===== src/rtl/pipe_pkg.sv =====
// Shared types and constants for the 5-stage pipeline hazard/sequencing control.
package pipe_pkg;

  typedef enum logic [1:0] {
    RUN      = 2'd0,
    MUL_BUSY = 2'd1,
    FLUSH    = 2'd2
  } state_t;

  localparam logic [5:0] FUNCT_MUL = 6'b000010;
  localparam logic [4:0] REG_ZERO  = 5'd0;

  localparam int MCNT_W = 4;
  localparam int FCNT_W = 3;

  // A load in EX whose destination feeds a source the ID instruction reads.
  function automatic logic load_use_hit(
    input logic       id_valid,
    input logic [4:0] id_rs,
    input logic [4:0] id_rt,
    input logic       id_uses_rt,
    input logic       ex_mem_read,
    input logic [4:0] ex_rd
  );
    return id_valid & ex_mem_read & (ex_rd != REG_ZERO) &
           ((ex_rd == id_rs) | (id_uses_rt & (ex_rd == id_rt)));
  endfunction

endpackage


===== src/rtl/hazard_perf_counter.sv =====
// Free-running wrapping event counter with enable and asynchronous reset.
module hazard_perf_counter #(
  parameter int CNT_W = 32
) (
  input  logic             clk,
  input  logic             reset,
  input  logic             en,
  output logic [CNT_W-1:0] count
);

  always_ff @(posedge clk or posedge reset) begin
    if (reset)
      count <= '0;
    else if (en)
      count <= count + 1'b1;
  end

endmodule


===== src/rtl/pipeline_hazard_ctrl.sv =====
// Hazard controller: load-use stall, multi-cycle MUL hold in EX, taken-branch
// flush, plus stall/flush performance counters.
module pipeline_hazard_ctrl
  import pipe_pkg::*;
#(
  parameter int MUL_LATENCY  = 3,
  parameter int FLUSH_CYCLES = 1,
  parameter int CNT_W        = 32
) (
  input  logic             clk,
  input  logic             reset,
  input  logic             id_valid,
  input  logic [4:0]       id_rs,
  input  logic [4:0]       id_rt,
  input  logic             id_uses_rt,
  input  logic             id_is_mul,
  input  logic             ex_mem_read,
  input  logic [4:0]       ex_rd,
  input  logic             branch_taken,
  output logic             pc_write,
  output logic             if_id_write,
  output logic             id_ex_write,
  output logic             id_ex_bubble,
  output logic             ex_dm_bubble,
  output logic             if_id_flush,
  output logic             mul_busy,
  output logic [CNT_W-1:0] stall_cycles,
  output logic [CNT_W-1:0] flush_events
);

  localparam logic [MCNT_W-1:0] MCNT_INIT = MCNT_W'(MUL_LATENCY - 1);
  localparam logic [FCNT_W-1:0] FCNT_INIT = FCNT_W'(FLUSH_CYCLES - 1);

  state_t              state, state_next;
  logic [MCNT_W-1:0]   mcnt, mcnt_next;
  logic [FCNT_W-1:0]   fcnt, fcnt_next;
  logic                load_use;
  logic                flush_accept;

  assign load_use     = load_use_hit(id_valid, id_rs, id_rt, id_uses_rt, ex_mem_read, ex_rd);
  assign flush_accept = (state == RUN) & branch_taken;

  always_ff @(posedge clk or posedge reset) begin
    if (reset) begin
      state <= RUN;
      mcnt  <= '0;
      fcnt  <= '0;
    end else begin
      state <= state_next;
      mcnt  <= mcnt_next;
      fcnt  <= fcnt_next;
    end
  end

  always_comb begin
    state_next = state;
    mcnt_next  = mcnt;
    fcnt_next  = fcnt;
    case (state)
      RUN: begin
        // A taken branch squashes the ID instruction, so its hazards are moot.
        if (branch_taken) begin
          if (FLUSH_CYCLES > 1) begin
            state_next = FLUSH;
            fcnt_next  = FCNT_INIT;
          end
        end else if (load_use) begin
          state_next = RUN;
        end else if (id_valid && id_is_mul && (MUL_LATENCY > 1)) begin
          state_next = MUL_BUSY;
          mcnt_next  = MCNT_INIT;
        end
      end
      MUL_BUSY: begin
        mcnt_next = mcnt - 1'b1;
        if (mcnt <= MCNT_W'(1))
          state_next = RUN;
      end
      FLUSH: begin
        fcnt_next = fcnt - 1'b1;
        if (fcnt <= FCNT_W'(1))
          state_next = RUN;
      end
      default: state_next = RUN;
    endcase
  end

  always_comb begin
    pc_write     = 1'b1;
    if_id_write  = 1'b1;
    id_ex_write  = 1'b1;
    id_ex_bubble = 1'b0;
    ex_dm_bubble = 1'b0;
    if_id_flush  = 1'b0;
    mul_busy     = 1'b0;
    case (state)
      RUN: begin
        if (branch_taken) begin
          if_id_flush  = 1'b1;
          id_ex_bubble = 1'b1;
        end else if (load_use) begin
          pc_write     = 1'b0;
          if_id_write  = 1'b0;
          id_ex_bubble = 1'b1;
        end
      end
      MUL_BUSY: begin
        // Hold the MUL in EX and keep its partial result out of EX/DM.
        mul_busy     = 1'b1;
        pc_write     = 1'b0;
        if_id_write  = 1'b0;
        id_ex_write  = 1'b0;
        ex_dm_bubble = 1'b1;
      end
      FLUSH: begin
        if_id_flush  = 1'b1;
        id_ex_bubble = 1'b1;
      end
      default: ;
    endcase
  end

  hazard_perf_counter #(.CNT_W(CNT_W)) u_stall_cnt (
    .clk   (clk),
    .reset (reset),
    .en    (~pc_write),
    .count (stall_cycles)
  );

  hazard_perf_counter #(.CNT_W(CNT_W)) u_flush_cnt (
    .clk   (clk),
    .reset (reset),
    .en    (flush_accept),
    .count (flush_events)
  );

endmodule


===== config.mk =====
export PLATFORM = sky130hd
export DESIGN_NAME = pipeline_hazard_ctrl
export DESIGN_NICKNAME = d
export VERILOG_FILES = /design/src/rtl/pipe_pkg.sv /design/src/rtl/hazard_perf_counter.sv /design/src/rtl/pipeline_hazard_ctrl.sv
export SDC_FILE = /design/constraint.sdc
export NUM_CORES = 1
export LEC_CHECK = 0
export ABC_CLOCK_PERIOD_IN_PS = 2050
export BUFFER_PORTS_ARGS = -buffer_cell sky130_fd_sc_hd__buf_2
export CAP_MARGIN = 20
export CORE_MARGIN = 2
export CORE_UTILIZATION = 49
export CTS_BUF_LIST = sky130_fd_sc_hd__clkbuf_4 sky130_fd_sc_hd__clkbuf_8
export CTS_CLUSTER_DIAMETER = 150
export DETAILED_ROUTE_END_ITERATION = 8
export HOLD_SLACK_MARGIN = 0.05
export MAX_ROUTING_LAYER = met4
export PLACE_DENSITY_LB_ADDON = 0.08
export REMOVE_ABC_BUFFERS = 1
export SETUP_SLACK_MARGIN = 0.02
export SYNTH_ARGS = -nofsm -noshare
export SYNTH_HDL_FRONTEND = slang
export SYNTH_HIERARCHICAL = 1
export SYNTH_SLANG_ARGS = --single-unit

===== constraint.sdc =====
create_clock -name clk -period 2.05 [get_ports clk]
set_clock_uncertainty 0.2 [all_clocks]
set_input_delay 0.205 -clock clk [delete_from_list [all_inputs] [get_ports clk]]
set_output_delay 0.205 -clock clk [all_outputs]
set_load 0.005 [all_outputs]

==> results.json, run 1 <==
{
  "outcome": "finished, final reports clean",
  "crit_fanout": 3,
  "final_cells": 526,
  "drt-initial-drc-count": 132,
  "synth_warnings": 6,
  "period_minus_slack_ps": 1975,
  "grt-ovfl-total": 0,
  "cts_buffer_depth": 2,
  "vias": 2674,
  "final_net_count": 451,
  "cts.clk_slew.worst_paths_ps": 70,
  "tightest_slew_ps": 413.0,
  "slowest_stage": "or4_4",
  "p_int_mw": 2.649,
  "cts_tree": "built",
  "crit_family": "simple AND/OR/NAND/NOR gates",
  "cap_viol_max_count": 0,
  "clkLatencyLatePin_ps": 330,
  "synth_area_sq_um": 3501,
  "setup_viol_count_final": 0,
  "max-vdd-ir-drop_uv": 567.9,
  "grt_max_degree": 33,
  "worst_slack_ps": 75.25,
  "postSynthCellCount": 308,
  "syn_to_final_growth_pct": 28.31,
  "worst-setup-path-type": "input pin to output pin",
  "period_share_pct": 96.33,
  "max_freq_ghz": 0.5064,
  "hold_violations": 0,
  "place_congestion": 0.8626,
  "swShare_pct": 29.60,
  "via_per_inst": 5.084,
  "cp.required_ps": 1640,
  "rows": 30,
  "firstDrtPassIters": 4,
  "clkSinkCount": 69,
  "initial_core_util_pct": 50.97,
  "critical_path_buf_inv_count": 4,
  "multi_input_area_sq_um": 1792,
  "die_h_um": 88.53,
  "reg2reg_to": "u_stall_cnt/count[25]$_DFFE_PP0P_",
  "grt_pass1_vias": 2549,
  "drive_above_1_share_pct": 38.14,
  "rsz0062_at_grt": "no",
  "p_per_area_nw_per_um2": 837.7,
  "final_antenna_net_count": 0,
  "drc": 0,
  "hold_path_class": "input pin to register",
  "combPwrFrac_pct": 25.0,
  "critPathCaptureType": "output pin",
  "die-area_sq_um": 7837,
  "core_sq_um": 6869,
  "cts_htree_levels": 3,
  "worst_ep_arrival_time_ps": 1570,
  "leakage_nw": 2.400,
  "grt_pass1_wl_um": 11830,
  "finalMaxSlewViolations": 0,
  "crit_chain": "buf_2, or4_4, o211ai_2, buf_4, buf_4, nor2_1, a21o_1, buf_2",
  "tns_ps": 0,
  "wirelength_um": 7080,
  "ys_types": 41,
  "rrSetupSlack_ps": 170,
  "clock-root-buffer": "clkbuf_8",
  "final_cell_mix": "buf_2 (92), dfrtp_1 (69), xnor2_1 (37), xor2_1 (37), nand2_1 (27)",
  "switchingPower_mw": 1.114,
  "dpl.cell_count": 508,
  "io_buffers": 92,
  "seqCellArea_sq_um": 1727,
  "hold_depth": 4,
  "track_usage_pct": 19.97,
  "pre_cts_ws_ps": -473.3,
  "rr_startpoint": "u_stall_cnt/count[11]$_DFFE_PP0P_",
  "pwr-share-clk_pct": 28.9,
  "min_from": "id_is_mul",
  "cts_buffers": 9,
  "ff2ff_path_depth": 4,
  "relSlewSlack_pct": 72.47,
  "seq_area_frac_synth_pct": 49.32,
  "critical-path-max-stage-delay_ps": 530,
  "wl_per_cell_um": 13.46,
  "whs_endpoint": "mcnt[3]$_DFFE_PP0P_",
  "final_common_cell": "buf_2",
  "diodes": 0,
  "antenna_found_initial": 0,
  "sequentialPowerShare_pct": 46.1,
  "die_w_um": 88.53,
  "synth_seq_cells": 69,
  "fillers": 592,
  "avgSynthCellArea_sq_um": 11.37,
  "cp-start-kind": "input pin",
  "ios": 93,
  "hpwl_um": 5043
}
==> worst min-delay path, cell delays in order <==
cell	delay, ps
buf_2	90
nand2_1	70
nor3_1	60
a21oi_1	140
==> layer usage <==
metal / up-vias / part of all wire [%] / GRT usage, %
li1: 1306 / - / -
met5: - / 0 / -
met3: 7 / 4.5 / 4.104
met1: 1288 / 47 / 27.25
met2: 73 / 47 / 28.91
met4: 0 / 1.4 / 8.540
==> through the flow <==
| step | instance area (sq um) | hold WS (ps) | power (mW) | utilization (%) |
|---|---|---|---|---|
| 6_report | 4492 | 73.28 | 3.763 | 65.39 |
| 5_1_grt | 4492 | 132.7 | 4.012 | 65.39 |
| 4_1_cts | 4408 | 51.25 | 3.788 | 64.17 |
| 3_5_place_dp | 4172 | -57.57 | 2.663 | 60.73 |
| 3_3_place_gp | 4172 | -53.44 | 2.647 | 60.73 |
| 2_1_floorplan | 3448 | -216.5 | 2.224 | - |
==> cells in the mapped netlist <==
cell type / instances / area (sq um)
ha_1: 4 / 50.05
inv_1: 10 / 37.54
and4_2: 2 / 20.02
nand3_2: 2 / 20.02
clkbuf_2: 1 / 5.000
nand2_1: 27 / 101.4
a21oi_1: 3 / 15.01
xnor2_1: 37 / 324.1
a21o_1: 1 / 7.510
nand4_1: 9 / 56.30
or4_1: 1 / 7.510
buf_4: 2 / 15.01
xor2_1: 37 / 324.1
nand2b_1: 2 / 12.51
and4_1: 6 / 52.55
nor3_1: 13 / 65.06
nor4_4: 4 / 85.08
o31a_2: 1 / 10.01
o41ai_1: 1 / 8.760
and2_1: 4 / 25.02
nor4_1: 7 / 43.79
dfrtp_1: 69 / 1727
buf_6: 2 / 22.52
o21a_1: 1 / 7.510
buf_2: 2 / 10.01
nor3b_1: 2 / 15.01
o211ai_2: 1 / 12.51
nor2_1: 12 / 45.04
a31oi_1: 1 / 6.260
nand3_1: 17 / 85.08
and3_1: 8 / 50.05
nor2b_1: 2 / 12.51
nand2b_2: 1 / 8.760
nand4_4: 2 / 42.54
nand3_4: 2 / 35.03
and4_4: 4 / 45.04
nor4b_2: 2 / 30.03
mux2_2: 2 / 22.52
o21ai_0: 2 / 10.01
o22ai_4: 1 / 20.02
a211oi_1: 1 / 7.510
==> cell type report <==
cell class,count,share of cell area (%)
multi-input cells,222,39.89
inverters,10,0.8357
repair buffers,113,13.82
flip-flops and latches,69,38.44
clock inverters,4,1.086
clock buffers,12,3.259
well taps,96,2.674
==> what timing repair did <==
action | CTS | global route
hold buffers | 1 | 0
setup endpoints to repair | 15 | 25
setup buffers | 1 | 0
resized for setup | 6 | 15
hold endpoints to repair | 69 | 0
pin swaps | 3 | 9
==> power groups by stage <==
stage	logic [mW]	registers, mW	clock network, mW
floorplan	0.463	1.76	0
global placement	0.897	1.75	0
detailed placement	0.910	1.75	0
CTS	0.936	1.73	1.12
global route	1.05	1.77	1.19
finish	0.940	1.73	1.09
==> kinds of logic (layout without fill, tap and decap cells) <==
family | Yosys count | count (layout) | share of synthesized area [%]
compound gates | 13 | 13 | 3.002
xor+xnor | 74 | 74 | 18.51
fa+ha+maj | 4 | 4 | 1.430
buf+inv | 17 | 139 | 2.573
flops | 69 | 69 | 49.32
mux | 2 | 2 | 0.6433
simple gates | 129 | 129 | 24.52
==> registers in the layout (all words and copies together) (netlist names) <==
signal,flops
u_stall_cnt/count,32
mcnt,4
state,1
u_flush_cnt/count,32
==> worst max path at each step <==
| stage | from | end | cells past startpoint |
|---|---|---|---|
| floorplan | ex_rd[4] | u_stall_cnt/count[25]$_DFFE_PP0P_ | 9 |
| global placement | ex_rd[2] | u_stall_cnt/count[25]$_DFFE_PP0P_ | 10 |
| detailed placement | ex_rd[2] | u_stall_cnt/count[25]$_DFFE_PP0P_ | 10 |
| CTS | ex_rd[1] | id_ex_bubble | 8 |
| global route | ex_rd[1] | u_stall_cnt/count[26]$_DFFE_PP0P_ | 10 |
| finish | ex_rd[3] | id_ex_bubble | 8 |
No activity file was read; power rests on OpenSTA's default activity.
==> inputs of run 2 (changes only) <==
--- a/config.mk
+++ b/config.mk
@@ -5,7 +5,7 @@
 export SDC_FILE = /design/constraint.sdc
 export NUM_CORES = 1
 export LEC_CHECK = 0
-export ABC_CLOCK_PERIOD_IN_PS = 2050
+export ABC_CLOCK_PERIOD_IN_PS = 1700
 export BUFFER_PORTS_ARGS = -buffer_cell sky130_fd_sc_hd__buf_2
 export CAP_MARGIN = 20
 export CORE_MARGIN = 2
==> constraint.sdc (replaced) <==
create_clock -name clk -period 1.7 [get_ports clk]
set_clock_uncertainty 0.2 [all_clocks]
set_input_delay 0.17 -clock clk [delete_from_list [all_inputs] [get_ports clk]]
set_output_delay 0.17 -clock clk [all_outputs]
set_load 0.005 [all_outputs]
==> results.json, run 2 (same netlist as run 1, synthesis figures left out) <==
{
  "cap_viol_max_count": 0,
  "crit_fanout": 3,
  "final_antenna_net_count": 0,
  "swShare_pct": 29.46,
  "dpl.cell_count": 566,
  "cts_buffer_depth": 2,
  "endpoint": "u_stall_cnt/count[8]$_DFFE_PP0P_",
  "place_congestion": 0.8442,
  "drc": 0,
  "outcome": "finished with violations",
  "rrSetupSlack_ps": -140,
  "pwr-share-clk_pct": 26.0,
  "clock-root-buffer": "clkbuf_8",
  "worst-setup-path-type": "input pin to register",
  "finalMaxSlewViolations": 0,
  "p_int_mw": 3.488,
  "clkLatencyLatePin_ps": 330,
  "p_per_area_nw_per_um2": 886.7,
  "diodes": 0,
  "setup_viol_count_final": 43,
  "cpMostUsedCell": "and3_4",
  "leakage_nw": 3.161,
  "firstDrtPassIters": 4,
  "ios": 93,
  "grt_max_degree": 33,
  "wirelength_um": 8748,
  "vias": 3053,
  "rr_startpoint": "state[0]$_DFFE_PP0P_",
  "crit_chain": "buf_8, or4_4, o211ai_2, nand2b_4, o21ai_4, and3_4, buf_6, and2_4, and3_4, xor2_1",
  "hold_path_class": "input pin to register",
  "cp.required_ps": 1710,
  "io_buffers": 92,
  "tns_ps": -4595,
  "reg2reg_to": "u_stall_cnt/count[26]$_DFFE_PP0P_",
  "wl_per_cell_um": 14.58,
  "final_net_count": 528,
  "syn_to_final_growth_pct": 59.29,
  "rsz0062_at_grt": "yes",
  "drt-initial-drc-count": 113,
  "die_h_um": 88.53,
  "critPathCaptureType": "register",
  "tightest_slew_ps": 420.3,
  "grt_pass1_vias": 2917,
  "cts.clk_slew.worst_paths_ps": 70,
  "ff2ff_path_depth": 6,
  "track_usage_pct": 22.84,
  "final_cells": 600,
  "sequentialPowerShare_pct": 40.7,
  "slowest_stage": "or4_4",
  "cts_htree_levels": 3,
  "die_w_um": 88.53,
  "top_regs": "u_flush_cnt/count x32, u_stall_cnt/count x32, mcnt x4",
  "combPwrFrac_pct": 33.3,
  "clkSinkCount": 69,
  "antenna_found_initial": 0,
  "cp-start-kind": "input pin",
  "hold_violations": 0,
  "period_share_pct": 114.4,
  "critPathLaunch": "ex_rd[4]",
  "switchingPower_mw": 1.457,
  "violations": "negative setup slack",
  "period_minus_slack_ps": 1945,
  "cts_buffers": 9,
  "grt-ovfl-total": 0,
  "worst_ep_arrival_time_ps": 1960,
  "rows": 30,
  "drive_above_1_share_pct": 56.75,
  "final_common_cell": "buf_2",
  "max_freq_ghz": 0.5141,
  "max-vdd-ir-drop_uv": 851.7,
  "grt_pass1_wl_um": 13500,
  "hpwl_um": 5668,
  "relSlewSlack_pct": 71.98,
  "initial_core_util_pct": 50.97,
  "die-area_sq_um": 7837,
  "via_per_inst": 5.088,
  "core_sq_um": 6869,
  "worst_slack_ps": -245.0,
  "cts_tree": "built",
  "finalCoreUtilization_pct": 81.18,
  "critical-path-max-stage-delay_ps": 520,
  "final_cell_mix": "buf_2 (84), buf_4 (79), dfrtp_1 (68)"
}
==> run 2: layout make-up <==
| class | instances | area (sq um) |
|---|---|---|
| Tap cell | 96 | 120.1 |
| Clock inverter | 2 | 35.03 |
| Inverter | 10 | 37.54 |
| Multi-Input combinational cell | 222 | 2165 |
| Timing Repair Buffer | 190 | 1340 |
| Fill cell | 416 | 1292 |
| Clock buffer | 11 | 151.4 |
| Sequential cell | 69 | 1728 |
==> run 2: per-layer routing <==
metal / GRT usage [%] / vias to the layer above / share of wire, %
li1: - / 1468 / -
met1: 30.30 / 1505 / 44
met2: 35.95 / 73 / 51
met3: 3.358 / 7 / 3.6
met4: 7.989 / 0 / 0.93
met5: - / - / 0
==> run 2: worst min-delay path by stage <==
stage / start / to / slack, ps / cells after the start
after global placement: reset / state[0]$_DFFE_PP0P_ / -100 / 2
final: id_valid / mcnt[3]$_DFFE_PP0P_ / 110 / 4
after CTS: id_valid / mcnt[2]$_DFFE_PP0P_ / 20 / 4
after global routing: id_valid / mcnt[3]$_DFFE_PP0P_ / 120 / 4
after floorplan: reset / mcnt[0]$_DFFE_PP0P_ / -250 / 1
after detailed placement: reset / state[0]$_DFFE_PP0P_ / -90 / 2
==> run 2: power groups by stage <==
stage               clock network [mW]  logic, mW  registers [mW]
floorplan                            0      0.559            2.12
global placement                     0       1.38            2.03
detailed placement                   0       1.41            2.04
CTS                               1.31       1.59            2.01
global route                      1.39       1.81            2.05
finish                            1.28       1.65            2.01
==> run 2: metrics by stage <==
| step | hold WS, ps | setup slack, ps | total power, mW | area [sq um] |
|---|---|---|---|---|
| floorplan | -251.5 | -739.7 | 2.682 | 3448 |
| global placement | -95.03 | -701.1 | 3.401 | 4619 |
| detailed placement | -88.92 | -826.2 | 3.444 | 4619 |
| CTS | 21.84 | -191.4 | 4.911 | 5326 |
| global route | 124.7 | -462.4 | 5.244 | 5577 |
| finish | 113.4 | -245.0 | 4.945 | 5577 |
==> run 2: timing repair <==
action                     4_1_cts  5_1_grt
hold buffers                     2        0
setup endpoints to repair       58       54
hold endpoints to repair        71        0
pin swaps                       57       29
setup buffers                   15        8
resized for setup               81       41
==> run 2: critical path: cells and delay by family <==
kind | cells | cell delay [ps]
AOI/OAI and AO/OA | 2 | 260
xor gates and xnor gates | 1 | 140
buffers and inverters | 2 | 230
and+or+nand+nor | 5 | 1170
